===== config.mk =====
export PLATFORM = sky130hd
export DESIGN_NAME = axi_lite_master
export DESIGN_NICKNAME = d
export VERILOG_FILES = /design/src/rtl/axi_lite_master.sv
export SDC_FILE = /design/constraint.sdc
export NUM_CORES = 1
export LEC_CHECK = 0
export ABC_AREA = 1
export BUFFER_PORTS_ARGS = -buffer_cell sky130_fd_sc_hd__buf_4
export CAP_MARGIN = 25
export CORE_UTILIZATION = 54
export CTS_CLUSTER_DIAMETER = 150
export CTS_CLUSTER_SIZE = 24
export DETAILED_ROUTE_END_ITERATION = 7
export HOLD_SLACK_MARGIN = 0.06
export PLACE_DENSITY = 0.87
export SYNTH_ARGS = -nofsm -noshare
export SYNTH_HDL_FRONTEND = slang
export SYNTH_SLANG_ARGS = --single-unit

===== constraint.sdc =====
create_clock -name clk -period 3.6 [get_ports clk]
set_clock_uncertainty 0.15 [all_clocks]
set_input_delay 0.18 -clock clk [delete_from_list [all_inputs] [get_ports clk]]
set_output_delay 0.18 -clock clk [all_outputs]
set_load 0.005 [all_outputs]

===== src/rtl/axi_lite_master.sv =====
// rtl/axi_lite_master.sv - AXI-Lite initiator turning single commands into AXI-Lite reads/writes
//
// Ports:
//   clk, rst_n                  clock, asynchronous active-low reset
//   cmd_valid/cmd_ready         command handshake (cmd_write, cmd_addr, cmd_wdata)
//   rsp_valid/rsp_ready         response handshake (rsp_rdata, rsp_err)
//   busy                        high whenever a transaction or response is pending
//   aw*/w*                      AXI-Lite write address/data channels (no B channel)
//   ar*/r*                      AXI-Lite read address/data channels
module axi_lite_master #(
    parameter int pADDR_WIDTH = 12,
    parameter int pDATA_WIDTH = 32,
    parameter int pTIMEOUT    = 256,
    parameter int pTMO_WIDTH  = 16
) (
    input  logic                   clk,
    input  logic                   rst_n,
    input  logic                   cmd_valid,
    output logic                   cmd_ready,
    input  logic                   cmd_write,
    input  logic [pADDR_WIDTH-1:0] cmd_addr,
    input  logic [pDATA_WIDTH-1:0] cmd_wdata,
    output logic                   rsp_valid,
    input  logic                   rsp_ready,
    output logic [pDATA_WIDTH-1:0] rsp_rdata,
    output logic                   rsp_err,
    output logic                   busy,
    output logic                   awvalid,
    output logic [pADDR_WIDTH-1:0] awaddr,
    input  logic                   awready,
    output logic                   wvalid,
    output logic [pDATA_WIDTH-1:0] wdata,
    input  logic                   wready,
    output logic                   arvalid,
    output logic [pADDR_WIDTH-1:0] araddr,
    input  logic                   arready,
    input  logic                   rvalid,
    input  logic [pDATA_WIDTH-1:0] rdata,
    output logic                   rready
);

    typedef enum logic [2:0] {
        S_IDLE,
        S_WRITE,
        S_RD_ADDR,
        S_RD_DATA,
        S_RESP
    } state_t;

    // The counter holds cycles already spent in the transaction, so the abort
    // fires in the cycle where it would step onto pTIMEOUT.
    localparam logic [pTMO_WIDTH-1:0] TMO_LAST = pTMO_WIDTH'(pTIMEOUT - 1);

    state_t                  state_q, state_d;
    logic                    awvalid_q, awvalid_d;
    logic                    wvalid_q, wvalid_d;
    logic                    arvalid_q, arvalid_d;
    logic                    rready_q, rready_d;
    logic [pADDR_WIDTH-1:0]  awaddr_q, awaddr_d;
    logic [pADDR_WIDTH-1:0]  araddr_q, araddr_d;
    logic [pDATA_WIDTH-1:0]  wdata_q, wdata_d;
    logic [pDATA_WIDTH-1:0]  rsp_rdata_q, rsp_rdata_d;
    logic                    rsp_err_q, rsp_err_d;
    logic [pTMO_WIDTH-1:0]   tmo_q, tmo_d;

    logic tmo_hit;
    logic aw_fin;
    logic w_fin;

    assign tmo_hit = (pTIMEOUT != 0) && (tmo_q == TMO_LAST);
    // A channel is finished if it handshakes now or already did earlier.
    assign aw_fin  = (awvalid_q & awready) | ~awvalid_q;
    assign w_fin   = (wvalid_q & wready) | ~wvalid_q;

    always_ff @(posedge clk or negedge rst_n) begin
        if (!rst_n) begin
            state_q     <= S_IDLE;
            awvalid_q   <= 1'b0;
            wvalid_q    <= 1'b0;
            arvalid_q   <= 1'b0;
            rready_q    <= 1'b0;
            awaddr_q    <= '0;
            araddr_q    <= '0;
            wdata_q     <= '0;
            rsp_rdata_q <= '0;
            rsp_err_q   <= 1'b0;
            tmo_q       <= '0;
        end else begin
            state_q     <= state_d;
            awvalid_q   <= awvalid_d;
            wvalid_q    <= wvalid_d;
            arvalid_q   <= arvalid_d;
            rready_q    <= rready_d;
            awaddr_q    <= awaddr_d;
            araddr_q    <= araddr_d;
            wdata_q     <= wdata_d;
            rsp_rdata_q <= rsp_rdata_d;
            rsp_err_q   <= rsp_err_d;
            tmo_q       <= tmo_d;
        end
    end

    always_comb begin
        state_d     = state_q;
        awvalid_d   = awvalid_q;
        wvalid_d    = wvalid_q;
        arvalid_d   = arvalid_q;
        rready_d    = rready_q;
        awaddr_d    = awaddr_q;
        araddr_d    = araddr_q;
        wdata_d     = wdata_q;
        rsp_rdata_d = rsp_rdata_q;
        rsp_err_d   = rsp_err_q;
        tmo_d       = tmo_q;

        case (state_q)
            S_IDLE: begin
                tmo_d = '0;
                if (cmd_valid) begin
                    if (cmd_write) begin
                        awaddr_d  = cmd_addr;
                        wdata_d   = cmd_wdata;
                        awvalid_d = 1'b1;
                        wvalid_d  = 1'b1;
                        state_d   = S_WRITE;
                    end else begin
                        araddr_d  = cmd_addr;
                        arvalid_d = 1'b1;
                        state_d   = S_RD_ADDR;
                    end
                end
            end
            S_WRITE: begin
                tmo_d = tmo_q + pTMO_WIDTH'(1);
                if (aw_fin && w_fin) begin
                    awvalid_d   = 1'b0;
                    wvalid_d    = 1'b0;
                    rsp_rdata_d = '0;
                    rsp_err_d   = 1'b0;
                    state_d     = S_RESP;
                end else if (tmo_hit) begin
                    awvalid_d   = 1'b0;
                    wvalid_d    = 1'b0;
                    rsp_rdata_d = '0;
                    rsp_err_d   = 1'b1;
                    state_d     = S_RESP;
                end else begin
                    if (awvalid_q && awready) awvalid_d = 1'b0;
                    if (wvalid_q && wready)   wvalid_d  = 1'b0;
                end
            end
            S_RD_ADDR: begin
                tmo_d = tmo_q + pTMO_WIDTH'(1);
                if (arvalid_q && arready) begin
                    arvalid_d = 1'b0;
                    rready_d  = 1'b1;
                    state_d   = S_RD_DATA;
                end else if (tmo_hit) begin
                    arvalid_d   = 1'b0;
                    rsp_rdata_d = '0;
                    rsp_err_d   = 1'b1;
                    state_d     = S_RESP;
                end
            end
            S_RD_DATA: begin
                tmo_d = tmo_q + pTMO_WIDTH'(1);
                if (rvalid) begin
                    rready_d    = 1'b0;
                    rsp_rdata_d = rdata;
                    rsp_err_d   = 1'b0;
                    state_d     = S_RESP;
                end else if (tmo_hit) begin
                    rready_d    = 1'b0;
                    rsp_rdata_d = '0;
                    rsp_err_d   = 1'b1;
                    state_d     = S_RESP;
                end
            end
            S_RESP: begin
                if (rsp_ready) state_d = S_IDLE;
            end
            default: state_d = S_IDLE;
        endcase
    end

    assign cmd_ready = (state_q == S_IDLE);
    assign rsp_valid = (state_q == S_RESP);
    assign busy      = (state_q != S_IDLE);
    assign rsp_rdata = rsp_rdata_q;
    assign rsp_err   = rsp_err_q;
    assign awvalid   = awvalid_q;
    assign awaddr    = awaddr_q;
    assign wvalid    = wvalid_q;
    assign wdata     = wdata_q;
    assign arvalid   = arvalid_q;
    assign araddr    = araddr_q;
    assign rready    = rready_q;

endmodule


# == Yosys cells after proc, flatten, opt, wreduce, memory -nomap -nowiden ==
# Cells that the tools add are included.
# W data, S select, Z words.
# op_classes
n_eq_ne,15
addsub,1
n_reduce_logical,20
bitwise_logic,7
n_mux,37
# op_table
op,n
$mux W32,4
$pmux W32 S3,1
$pmux W16 S2,1
$mux W1,18
$mux W3,6
$add A16 B1 Y16 const B,1
$eq A16 B8 Y1 const B,1
$pmux W3 S5,1
$reduce_and A4 Y1,3
$reduce_and A3 Y1,3
$ne A2 B2 Y1 const B,4
$ne A4 B4 Y1 const B,2
$pmux W1 S2,4
$reduce_bool A2 Y1,4
$eq A3 B2 Y1 const B,2
$ne A3 B3 Y1 const B,2
$reduce_bool A3 Y1,2
$logic_and A1 B1 Y1,4
$ne A2 B1 Y1 const B,2
$reduce_and A2 Y1,2
$eq A3 B1 Y1 const B,1
$eq A3 B3 Y1 const B,1
$logic_not A3 Y1,1
$not A1 Y1,3
other kinds (5),7
# totals
in_bits,85
register_bits,112
word_cells,91
out_inout_bits,96

# == Depth between registers and ports, before layout ==
# depth
word_depth,5
depth_mapped,10
mapped_depth_nobuf,9

# == Worst setup path after synthesis ==
# No wires, ideal clock.
# synth_timing
kind,reg2reg
startpoint,register state_q[1]
endpoint,"register araddr_q[10], in the netlist araddr[10]"
synth_period_minus_slack_ns,1.702
required_ns,3.333
arrival_time_ns,1.434
slack_ns,1.898
n_path_buf,2
path_stages_with_launch,9
setup_time_ns,0.117
cell_sequence,dfrtp_1 > nor2_4 > nand2_4 > or2_4 > or2_1 > buf_6 > buf_6 > nand2_1 > o21ai_2
# synth_between
elab_chain_cells,2
# synth_rtl
element,line_no,rtl
from (decl),54,"state_t state_q, state_d;"
from (signal assigned),89,state_q <= state_d;
$logic_not A3 Y1,116,case (state_q)
$reduce_and A3 Y1 (no source line),n/a,
to (signal assigned),95,araddr_q <= araddr_d;
to (decl),60,"logic [pADDR_WIDTH-1:0] araddr_q, araddr_d;"
# No other way between the ends.
# A chain may end at the register's enable or synchronous reset.

# == Worst setup path after layout ==
# layout_timing
startpoint,register tmo_q[0]
endpoint,register state_q[1]
# layout_between
elab_chain_cells,4
elab_cells_between_ends,6
classes_between,eq/ne (1); mux (5)
# layout_rtl
element,line_no,rtl
from (decl),64,"logic [pTMO_WIDTH-1:0] tmo_q, tmo_d;"
from (signal assigned),99,tmo_q <= tmo_d;
$eq A16 B8 Y1 *,70,assign tmo_hit = (pTIMEOUT != 0) && (tmo_q == TMO_LAST);
$mux W3 *,n/a,
$mux W3 (on tied branches),n/a,
$pmux W3 S5 *,n/a,
# Mark *: on every way between the ends. The rest lies on a longest branch, timed or not.

==> reports/results.txt <==
kind of critical path: reg2reg
worst skew pair latency: 0.38 ns
number of flops mapped to enable cells by yosys: 0
leak pwr: 0.00389 uW
Root Driver: clkbuf_8
CP Capture Type: register
Yosys top cell by area: dfrtp_1
Yosys cell types: 32
Synth Cell Area: 5130 um2
Num CTS Buffers: 9
worst hold path startpoint: arready
clk buf depth: 2
DRT Wirelength: 17400 um
largest net degree at the start of global routing: 43
number of fill cells: 466
Vias: 5547
most frequent cells in the layout: nand2_1, buf_4, dfrtp_1
Worst Tran Pin Value: 1.01 ns
Final Hold Viols: 0
R2R depth: 9
hold buffer count at cts: 83
Register Area: 2800 um2
layout cells sized above 1: 26.4%
Hold Crit Class: in2reg
placed cell count: 897
vias in the first global route: 5491
RR Startpoint: tmo_q[0]
maximum vdd drop: 400 uV
Congestion Overflow GR: 0
I/O Buffers: 180
fin crit period: 2.78 ns
delay of the slowest critical-path stage: 0.56 ns
share of the yosys chip area belonging to registers: 54.6%
unrepaired setup endpoints after global routing: false
Ys Warns: 0
Layout Cells excl Fill: 998
FFs w/ async S/R, synth: 100%
Die Height: 99.5 um
gr usage total: 35.4%
worst reg2reg path endpoint: state_q[1]
syn_nets: 698
fin nets: 949
setup violators final: 0
H-tree depth: 3
core area: 9240 um2
antenna violations before repair: 0
maximum fanout along the worst path: 20
DRT Pass-1 Iters: 6
num ports: 181
Hold Crit Endpoint: rready
routed length per instance: 17.4 um
Post-CTS Setup Inserts: 0
Die ar.: 9900 um2
vias per cell: 5.56
Most common cell on crit path: nand2_1
DRT antenna net count: 0
top cell type's share of synthesized area: 54.6%
CTS resizes: 0
FF-to-FF setup slack: 0.82 ns
Area growth, synth to finish: 47.0%
slowest cell on the critical path: dlygate4sd3_1
Arrival @ worst endpoint: 2.89 ns
Max-Cap Viols: 0
Reg clk slew, reported paths: 0.11 ns
TritonCTS clock tree: yes
setup tns final: 0 ns
Max Slew Vio Count: 0
remaining routing DRC violations: 0
Cell Chain, Critical Path: ha_1, nand3_1, nor2_2, nand2_1, nand2_1, nand2_1, nand2_1, a21oi_1, dlygate4sd3_1
combined area of the multi-input logic cells: 1980 um2
Power Density: 663 nW/um2
hold path depth: 5
Cell Rows: 35
Initial Utilization: 55.5%
Syn Area/Cell: 8.38 um2
Post-synth top flop: dfrtp_1
number of synthesized register bits: 112
first-pass GRT wire length: 27100 um
fin crit share: 77.2%
Startpoint Class: register
Die X-Extent: 99.5 um
routability cong.: 0.895
synthesized instance count: 612
Worst EP required: 3.72 ns
commonest non-fill, non-tap cell in the layout: nand2_1
Fmax: 360 MHz
total clock sinks: 112
Starting DRT DRC Count: 405
top cells by area, synth: dfrtp_1, nand2_1, nand3_1, o21ai_0, inv_1
Slew HR: 32.8%
status: finished, final reports clean
hpwl dp: 9560 um
==> how the worst max path moves through the flow <==
stage / from / to / slack [ns] / depth (start not counted)
detailed placement: state_q[2] / wdata[16] / 1.10 / 9
floorplan: state_q[1] / araddr[10] / 1.90 / 8
global route: tmo_q[0] / state_q[1] / 0.61 / 9
CTS: tmo_q[0] / state_q[1] / 0.87 / 9
finish: tmo_q[0] / state_q[1] / 0.82 / 9
global placement: state_q[2] / wdata[31] / 1.22 / 9
==> worst max-delay path: cells and delay by family, from the launching register on <==
kind | cells | cell delay (ns)
and+or+nand+nor | 6 | 1.24
buffers and inverters | 1 | 0.56
AOI/OAI and AO/OA | 1 | 0.07
DFF | 1 | 0.44
adders and majority gates | 1 | 0.22
==> power breakdown <==
group | leakage (uW) | total [uW] | switching [uW] | internal, uW
clock | 0.0000992 | 765 | 490 | 275
sequential | 0.00144 | 2090 | 363 | 1730
combinational | 0.00236 | 2150 | 1100 | 1050
==> sequential cells by signal, indices dropped and copies added, names as in the netlist <==
signal and count:
rready 1, rsp_rdata 32, wvalid 1, state_q 3, rsp_err 1, awvalid 1
araddr 12, tmo_q 16, arvalid 1, wdata 32, awaddr 12
==> cells in the mapped netlist, types with 2 or more instances <==
master,count
dfrtp_1,112
nor2_1,35
nand2_1,215
buf_4,10
buf_2,6
nand3_1,51
a21oi_1,25
o21ai_2,12
o21ai_0,46
o21a_1,12
clkbuf_1,9
nor3_1,9
nor2_2,6
nand4_1,4
inv_1,39
nand3_2,2
inv_2,2
buf_6,3
==> cells by family after synthesis <==
family / share of synthesized area (%)
buffers and inverters: 6.83
AO/OA/AOI/OAI: 11.3
flip-flops: 54.6
adder cells (fa/ha/maj): 0.244
XOR/XNOR: 0.171
AND/OR/NAND/NOR: 26.8
==> metal layers <==
metal,global-route usage [%],vias to the layer above,part of all wire (%)
met5,0,-,0
met4,19.6,0,5.3
met3,9.14,85,7.8
met2,59.4,345,50
met1,41.7,2655,36
li1,-,2462,-
==> area by class of cell <==
class                           count  share of cell area (%)
Multi-Input combinational cell    429                    26.3
Clock buffer                        9                    1.64
Antenna cell                        1                  0.0332
Timing Repair Buffer              269                    29.6
Clock inverter                      7                    1.01
Tap cell                          129                    2.14
Sequential cell                   112                    37.2
Inverter                           42                    2.09
==> stage by stage <==
step           utilization, %  hold WS, ns  power, uW  instance area, um2  worst slack (ns)
3_3_place_gp             70.3       0.0447       3930                6490              1.22
2_1_floorplan               -       -0.266       2960                5130              1.90
6_report                 81.6        0.105       5000                7540             0.821
4_1_cts                  81.4       0.0918       4850                7520             0.869
5_1_grt                  81.6        0.153       5260                7540             0.608
3_5_place_dp             70.3       0.0560       4030                6490              1.10
(Power assumes the default switching activity.)
